==> config.mk <==
export PLATFORM = sky130hd
export DESIGN_NAME = simon_input_arbiter
export DESIGN_NICKNAME = d
export VERILOG_FILES = /design/src/rtl/simon_pkg.sv /design/src/rtl/simon_tick_gen.sv /design/src/rtl/simon_input_arbiter.sv
export SDC_FILE = /design/constraint.sdc
export NUM_CORES = 1
export LEC_CHECK = 0
export CORE_MARGIN = 1.5
export CORE_UTILIZATION = 55
export DETAILED_ROUTE_END_ITERATION = 12
export GPL_ROUTABILITY_DRIVEN = 0
export GPL_TIMING_DRIVEN = 1
export HOLD_SLACK_MARGIN = 0.06
export PLACE_DENSITY_LB_ADDON = 0.05
export SLEW_MARGIN = 40
export SYNTH_ARGS = -nofsm -noshare
export SYNTH_HDL_FRONTEND = slang
export SYNTH_SLANG_ARGS = --single-unit
==> constraint.sdc <==
create_clock -name clk -period 4.6 [get_ports clk]
set_clock_uncertainty 0.05 [all_clocks]
set_input_delay 1.38 -clock clk [delete_from_list [all_inputs] [get_ports clk]]
set_output_delay 1.38 -clock clk [all_outputs]
set_load 0.1 [all_outputs]
==> src/rtl/simon_pkg.sv <==
// simon_pkg: color codes and input-arbiter state encoding shared with the game FSM
package simon_pkg;
  localparam logic [1:0] RED    = 2'b00;
  localparam logic [1:0] GREEN  = 2'b01;
  localparam logic [1:0] BLUE   = 2'b10;
  localparam logic [1:0] YELLOW = 2'b11;
  typedef enum logic [1:0] {
    IDLE    = 2'b00,
    SETTLE  = 2'b01,
    VALID   = 2'b10,
    RELEASE = 2'b11
  } arb_state_t;
endpackage

==> src/rtl/simon_tick_gen.sv <==
// simon_tick_gen: free-running divider producing a one-cycle tick every TICK_MAX clocks
module simon_tick_gen #(
  parameter int TICK_MAX = 50000
) (
  input  logic clk,
  input  logic reset,
  output logic tick
);
  localparam int TW = $clog2(TICK_MAX);
  logic [TW-1:0] cnt;
  assign tick = cnt == TW'(TICK_MAX - 1);
  always_ff @(posedge clk or posedge reset)
    if (reset) cnt <= '0;
    else cnt <= tick ? '0 : cnt + 1'b1;
endmodule

==> src/rtl/simon_input_arbiter.sv <==
// simon_input_arbiter: debounces the color buttons and hands one color code per press to the game FSM
module simon_input_arbiter
  import simon_pkg::*;
#(
  parameter int N_BTN     = 4,
  parameter int CODE_BITS = 2,
  parameter int TICK_MAX  = 50000,
  parameter int DEB_TICKS = 20
) (
  input  logic                 clk,
  input  logic                 reset,
  input  logic [N_BTN-1:0]     btn,
  input  logic                 enable,
  input  logic                 code_ready,
  output logic [CODE_BITS-1:0] code,
  output logic                 code_valid,
  output logic                 conflict,
  output logic                 busy
);
  localparam int CW = $clog2(DEB_TICKS + 1);
  localparam int PW = $clog2(N_BTN + 1);
  arb_state_t state, state_n;
  logic [N_BTN-1:0] s1, bs, cand, cand_n;
  logic [CW-1:0] cnt, cnt_n;
  logic [CODE_BITS-1:0] code_n, idx;
  logic [PW-1:0] pop;
  logic tick, conflict_n, single, multi;
  simon_tick_gen #(.TICK_MAX(TICK_MAX)) u_tick (.clk(clk), .reset(reset), .tick(tick));
  always_comb begin
    pop = '0;
    idx = '0;
    for (int i = 0; i < N_BTN; i++) begin
      pop = pop + PW'(bs[i]);
      if (cand[i]) idx = CODE_BITS'(i);
    end
  end
  assign single     = pop == PW'(1);
  assign multi      = pop > PW'(1);
  assign code_valid = state == VALID;
  assign busy       = state != IDLE;
  always_comb begin
    state_n    = state;
    cand_n     = cand;
    cnt_n      = cnt;
    code_n     = code;
    conflict_n = 1'b0;
    case (state)
      IDLE:
        if (enable && multi) begin
          conflict_n = 1'b1;
          cnt_n      = '0;
          state_n    = RELEASE;
        end else if (enable && single) begin
          cand_n  = bs;
          cnt_n   = '0;
          state_n = SETTLE;
        end
      SETTLE:
        if (multi) begin
          conflict_n = 1'b1;
          cnt_n      = '0;
          state_n    = RELEASE;
        end else if (bs != cand || !enable) state_n = IDLE;
        else if (tick) begin
          cnt_n = cnt + 1'b1;
          if (cnt_n == CW'(DEB_TICKS)) begin
            code_n  = idx;
            state_n = VALID;
          end
        end
      VALID:
        if (code_ready) begin
          cnt_n   = '0;
          state_n = RELEASE;
        end
      default:
        if (|bs) cnt_n = '0;
        else if (tick) begin
          cnt_n = cnt + 1'b1;
          if (cnt_n == CW'(DEB_TICKS)) state_n = IDLE;
        end
    endcase
  end
  always_ff @(posedge clk or posedge reset)
    if (reset) begin
      s1       <= '0;
      bs       <= '0;
      state    <= IDLE;
      cand     <= '0;
      cnt      <= '0;
      code     <= '0;
      conflict <= 1'b0;
    end else begin
      s1       <= btn;
      bs       <= s1;
      state    <= state_n;
      cand     <= cand_n;
      cnt      <= cnt_n;
      code     <= code_n;
      conflict <= conflict_n;
    end
endmodule

==> results.sh, run 1 <==
export IMPL_status="complete, no violations"
export IMPL_num_nets_final=224
export IMPL_setup_violations=0
export IMPL_grt_use_met3=0.04821
export IMPL_final_hold_violation_count=0
export IMPL_hold_buffers=0
export IMPL_synth_top_family_by_area="simple AND/OR/NAND/NOR gates"
export IMPL_cts_sinks=38
export IMPL_critPathTopFamily="simple AND/OR/NAND/NOR gates"
export IMPL_period_share=0.6666
export IMPL_antenna_found_initial=0
export IMPL_synth_fp_nets=206
export IMPL_worst_slew_pin_transition_ns=0.6566
export IMPL_power_density_nw_per_um2=385.9
export IMPL_fp_row_count=21
export IMPL_p_leak_nw=1.080
export IMPL_critPathMaxFanout=5
export IMPL_p_sw_frac=0.3467
export IMPL_die_h_um=63.58
export IMPL_synthFlopType="dfrtp_1"
export IMPL_timing_final_ws_setup_ns=1.534
export IMPL_htree_levels=2
export IMPL_syn_area_per_cell_um2=10.62
export IMPL_clock_tree_buffer_depth=2
export IMPL_first_iter_violations=135
export IMPL_layout_common_cells="dfrtp_1 (38), nor2_1 (17), nand2_1 (16), inv_1 (16)"
export IMPL_synth_cell_types=47
export IMPL_io_buffer_count=12
export IMPL_period_needed_ns=3.066
export IMPL_synth_area_mux_share=0.04464
export IMPL_async_reset_ff_frac=1.000
export IMPL_die_area_um2=4042
export IMPL_grt_pass1_vias=1455
export IMPL_grt_pass1_wl_um=6472
export IMPL_grtUsageMet1=0.2780
export IMPL_slew_headroom=0.5576
export IMPL_power_frac_comb=0.268
export IMPL_pwr_share_clk=0.270
export IMPL_ioPinCount=13
export IMPL_routedWlPerCell_um=14.24
export IMPL_pwr_share_seq=0.462
export IMPL_switching_power_w=0.0003008
export IMPL_internal_power_w=0.0005669
export IMPL_cts_root_buffer="clkbuf_4"
export IMPL_synth_compound_area_frac=0.1054
export IMPL_worstPathRequired_ns=4.81
export IMPL_grt_use_met2=0.3171
export IMPL_track_usage=0.2037
export IMPL_synth_cells=190
export IMPL_numCtsBuffers=5
export IMPL_area_growth_pct=11.41
export IMPL_fin_tns_setup_ns=0
export IMPL_post_cts_buffers=0
export IMPL_grt_busiest_layer="met2"
export IMPL_antennaDiodeCount=0
export IMPL_startpoint_type="flip-flop"
export IMPL_crit_arrival_ns=3.27
export IMPL_yosys_warnings=0
export IMPL_die_x_um=63.58
export IMPL_ys_ff_latch=38
export IMPL_avgViaCountPerCell=5.588
export IMPL_cp_slowest_stage_delay_ns=0.56
export IMPL_critPathKind="flip-flop to flip-flop"
export IMPL_critPathBufInv=3
export IMPL_grt_max_degree=39
export IMPL_power_w=0.0008678
export IMPL_drcViolationCount=0
export IMPL_vias=1425
export IMPL_synth_adder_area_share=0.05332
export IMPL_end_kind="flip-flop"
export IMPL_ir_worst_vdd_v=0.0002487
export IMPL_rsz0062_at_grt="false"
export IMPL_first_pass_iters=4
export IMPL_post_cts_resized=0
export IMPL_core_area_um2=3416
export IMPL_cp_cell_sequence="inv_1 > fa_1 > inv_1 > ha_1 > inv_1 > ha_1 > nor2b_2 > nand2_1 > or3_1 > or4_4 > mux2i_1"
export IMPL_fill_cells=287
export IMPL_synth_edff_count=0
export IMPL_crit_slowest_cell="or4_4"
export IMPL_synth_xor_area_frac=0.08246
export IMPL_yosys_area_share_simple=0.2071
export IMPL_start_util=0.5908
export IMPL_maxCapViolations=0
export IMPL_ant_nets=0
export IMPL_drive_gt1_frac=0.1627
export IMPL_crit_top_cell="inv_1"
export IMPL_post_place_ws_ns=1.255
export IMPL_clk_pin_slew_ns=0.13
export IMPL_synth_area_um2=2018
export IMPL_hp_class="flip-flop to flip-flop"
export IMPL_cts_tree="built"
export IMPL_drv_slew=0
export IMPL_overflow=0
export IMPL_ys_seq_area_frac=0.4712
export IMPL_timing_fmax_mhz=326.1
export IMPL_wirelength_um=3630
export IMPL_dp_hpwl_um=2688
export IMPL_final_common_cell="dfrtp_1"
export IMPL_clk_latency_ns=0.36
[area by class of cell]
cell class | count | area, um2 | share of cell area
well taps | 46 | 57.56 | 0.02560
inverters | 16 | 60.06 | 0.02671
clock inverters | 3 | 45.04 | 0.02003
flip-flops and latches | 38 | 950.9 | 0.4229
clock buffers | 5 | 37.54 | 0.01669
multi-input cells | 134 | 994.7 | 0.4424
repair buffers | 13 | 102.6 | 0.04563
[flip-flops by register name (all words and copies together), names as in the netlist]
register,cells
conflict,1
u_tick.cnt,16
code,2
bs,4
s1,4
cand,4
state,2
cnt,5
[per-layer routing]
layer  vias up  part of all wire
met3         5             0.039
met5         -                 0
li1        692                 -
met2        35              0.48
met4         0             0.012
met1       693              0.47
[cells by family after synthesis]
group	count (synthesis)
buf+inv	18
flops	38
compound gates	27
xor+xnor	19
simple gates	72
fa+ha+maj	8
mux	8
[synth_stat cells, drive strengths merged, types with 3 or more instances]
cell / count / share of area
nor3: 4 / 0.0099
nand3: 11 / 0.027
nand2: 16 / 0.030
o31ai: 8 / 0.030
inv: 16 / 0.030
a21oi: 3 / 0.0074
mux2i: 3 / 0.015
dfrtp: 38 / 0.47
nor2b: 3 / 0.011
ha: 7 / 0.043
mux2: 5 / 0.030
or3: 3 / 0.012
and2: 3 / 0.0099
nor4: 3 / 0.017
nor2: 18 / 0.042
xnor2: 11 / 0.048
xor2: 8 / 0.035
[path summary, 6_finish.rpt]
check                                      from                      end  slack (ns)  depth (start not counted)
worst max-delay path            bs[3]$_DFF_PP0_      code[0]$_DFFE_PP0P_        1.53                         11
worst min-delay path            s1[3]$_DFF_PP0_          bs[3]$_DFF_PP0_        0.31                          0
worst max register to register  bs[3]$_DFF_PP0_      code[0]$_DFFE_PP0P_        1.53                         11
worst min register to register  s1[3]$_DFF_PP0_          bs[3]$_DFF_PP0_        0.31                          0
max in group asynchronous                 reset  u_tick.cnt[5]$_DFF_PP0_        2.81                          3
min in group asynchronous                 reset      cand[2]$_DFFE_PP0P_        1.36                          3
[power by group through the flow]
stage / sequential, W / clock (W) / combinational, W
after detailed placement: 0.000407 / 0 / 0.000231
final: 0.000401 / 0.000235 / 0.000232
after CTS: 0.000401 / 0.000239 / 0.000232
after floorplan: 0.000413 / 0 / 0.000184
after global routing: 0.000408 / 0.000252 / 0.000254
after global placement: 0.000404 / 0 / 0.000238
[metrics by stage]
| step | area (um2) | hold WS (ns) | instances | util |
|---|---|---|---|---|
| after floorplan | 2018 | 0.2812 | 190 | - |
| after global placement | 2191 | 0.2818 | 247 | 0.6414 |
| after detailed placement | 2166 | 0.2881 | 247 | 0.6341 |
| after CTS | 2248 | 0.3166 | 255 | 0.6582 |
| after global routing | 2248 | 0.3303 | 255 | 0.6582 |
| final | 2248 | 0.3125 | 255 | 0.6582 |
(Power assumes the default switching activity.)
==> run 2, diff against run 1 <==
==> constraint.sdc (replaced) <==
create_clock -name clk -period 3.1 [get_ports clk]
set_clock_uncertainty 0.05 [all_clocks]
set_input_delay 0.93 -clock clk [delete_from_list [all_inputs] [get_ports clk]]
set_output_delay 0.93 -clock clk [all_outputs]
set_load 0.1 [all_outputs]
==> run 2 against run 1 <==
Hold slack lost 0.0026 ns. Highest routed layer unchanged. Critical endpoint unchanged. Sequential share of layout area down 1.1 points. First-iteration DRC count shrank 28%. Via count up 0.70%. Global-route usage down 0.11 points. Largest cell class unchanged. Sequential power increased by 49%. Critical path type unchanged.
==> results.sh, run 2 (synthesis gave the netlist of run 1 again) <==
export IMPL_clock_tree_buffer_depth=2
export IMPL_track_usage=0.2027
export IMPL_dp_cells=247
export IMPL_rsz0062_at_grt="false"
export IMPL_core_area_um2=3416
export IMPL_htree_levels=2
export IMPL_ioPinCount=13
export IMPL_ir_worst_vdd_v=0.0004167
export IMPL_maxCapViolations=0
export IMPL_dp_hpwl_um=2641
export IMPL_vias=1435
export IMPL_ant_nets=0
export IMPL_grt_pass1_wl_um=6279
export IMPL_clk_pin_slew_ns=0.12
export IMPL_avgViaCountPerCell=5.627
export IMPL_p_leak_nw=1.109
export IMPL_status="complete, no violations"
export IMPL_setup_violations=0
export IMPL_hold_buffers=0
export IMPL_area_growth_pct=14.38
export IMPL_num_nets_final=224
export IMPL_routedWlPerCell_um=14.13
export IMPL_power_density_nw_per_um2=603.2
export IMPL_wirelength_um=3604
export IMPL_die_area_um2=4042
export IMPL_antenna_found_initial=0
export IMPL_drive_gt1_frac=0.1722
export IMPL_first_iter_violations=97
export IMPL_end_kind="flip-flop"
export IMPL_overflow=0
export IMPL_cp_slowest_stage_delay_ns=0.56
export IMPL_fill_cells=274
export IMPL_numCtsBuffers=5
export IMPL_slew_headroom=0.5354
export IMPL_critPathMaxFanout=4
export IMPL_fin_tns_setup_ns=0
export IMPL_post_place_ws_ns=0.08885
export IMPL_fp_row_count=21
export IMPL_cts_tree="built"
export IMPL_timing_fmax_mhz=338.7
export IMPL_start_util=0.5908
export IMPL_clk_latency_ns=0.34
export IMPL_startpoint_type="flip-flop"
export IMPL_grt_max_degree=39
export IMPL_crit_arrival_ns=3.17
export IMPL_drcViolationCount=0
export IMPL_io_buffer_count=12
export IMPL_drv_slew=0
export IMPL_first_pass_iters=4
export IMPL_worst_slew_pin_transition_ns=0.6896
export IMPL_timing_final_ws_setup_ns=0.1479
export IMPL_period_share=0.9523
export IMPL_die_x_um=63.58
export IMPL_period_needed_ns=2.952
export IMPL_final_common_cell="dfrtp_1"
export IMPL_grt_pass1_vias=1436
export IMPL_antennaDiodeCount=0
export IMPL_top_regs="u_tick.cnt: 16 flops, cnt: 5 flops"
export IMPL_cts_root_buffer="clkbuf_4"
export IMPL_largest_register_ffs=16
export IMPL_holdWs_ns=0.3099
export IMPL_die_h_um=63.58
export IMPL_critPathKind="flip-flop to flip-flop"
export IMPL_place_area_um2=2178
export IMPL_final_hold_violation_count=0
export IMPL_cp_cell_sequence="inv_1 > fa_1 > inv_1 > ha_1 > inv_1 > ha_4 > nor2b_4 > nand2_1 > or3_1 > or4_4 > mux2i_1"
export IMPL_worstPathRequired_ns=3.32
export IMPL_post_cts_buffers=0
export IMPL_layout_common_cells="dfrtp_1 (38), nor2_1 (17), nand2_1 (16), inv_1 (16)"
export IMPL_largest_register="u_tick.cnt"
export IMPL_final_cell_area_um2=2308
export IMPL_hp_class="flip-flop to flip-flop"
export IMPL_crit_top_cell="inv_1"
export IMPL_cts_sinks=38
export IMPL_final_cell_count_no_fill=255
export IMPL_crit_slowest_cell="or4_4"
[run 2: final cells by class]
cell class | instances | area, um2 | share of cell area
Sequential cell | 38 | 950.9 | 0.4119
Clock buffer | 5 | 37.54 | 0.01626
Clock inverter | 3 | 68.82 | 0.02981
Timing Repair Buffer | 13 | 115.1 | 0.04986
Tap cell | 46 | 57.56 | 0.02493
Multi-Input combinational cell | 134 | 1018 | 0.4412
Inverter | 16 | 60.06 | 0.02602
[run 2: worst paths after layout]
check,from,slack (ns),depth (start not counted),to
max reg2reg,bs[0]$_DFF_PP0_,0.15,11,code[0]$_DFFE_PP0P_
min in group asynchronous,reset,0.95,3,cand[3]$_DFFE_PP0P_
max in group asynchronous,reset,1.73,3,cnt[1]$_DFFE_PP0P_
min,s1[2]$_DFF_PP0_,0.31,0,bs[2]$_DFF_PP0_
max,bs[0]$_DFF_PP0_,0.15,11,code[0]$_DFFE_PP0P_
min reg2reg,s1[2]$_DFF_PP0_,0.31,0,bs[2]$_DFF_PP0_
[run 2: critical path, delay by kind of cell (launching register included)]
family | cells | cell delay [ns]
flip-flops | 1 | 0.39
AND/OR/NAND/NOR | 4 | 1.18
buffers and inverters | 3 | 0.21
multiplexers | 1 | 0.19
adder cells (fa/ha/maj) | 3 | 0.86
[run 2: repair_timing]
item,4_1_cts,5_1_grt
setup endpoints to repair,0,5
gates resized for setup,0,4
hold endpoints to repair,0,0
[run 2: where the power goes]
part	leakage (nW)	total, W	internal [W]	switching (W)
registers	0.477	0.000599	0.000540	0.0000585
clock network	0.0554	0.000420	0.000252	0.000168
logic	0.577	0.000374	0.000144	0.000230
total	1.11	0.00139	0.000936	0.000456
[run 2: routing by layer]
layer | global-route usage | vias up | wire length, um
met2 | 0.3447 | 32 | 1786
li1 | - | 695 | -
met1 | 0.2453 | 704 | 1643
met5 | 0 | - | 0
met4 | 0.06793 | 0 | 27
met3 | 0.05893 | 4 | 146
[run 2: through the flow]
step	utilization	power, W
after floorplan	-	0.0008853
after global placement	0.6377	0.0009576
after detailed placement	0.6377	0.0009668
after CTS	0.6689	0.001388
after global routing	0.6758	0.001462
final	0.6758	0.001393
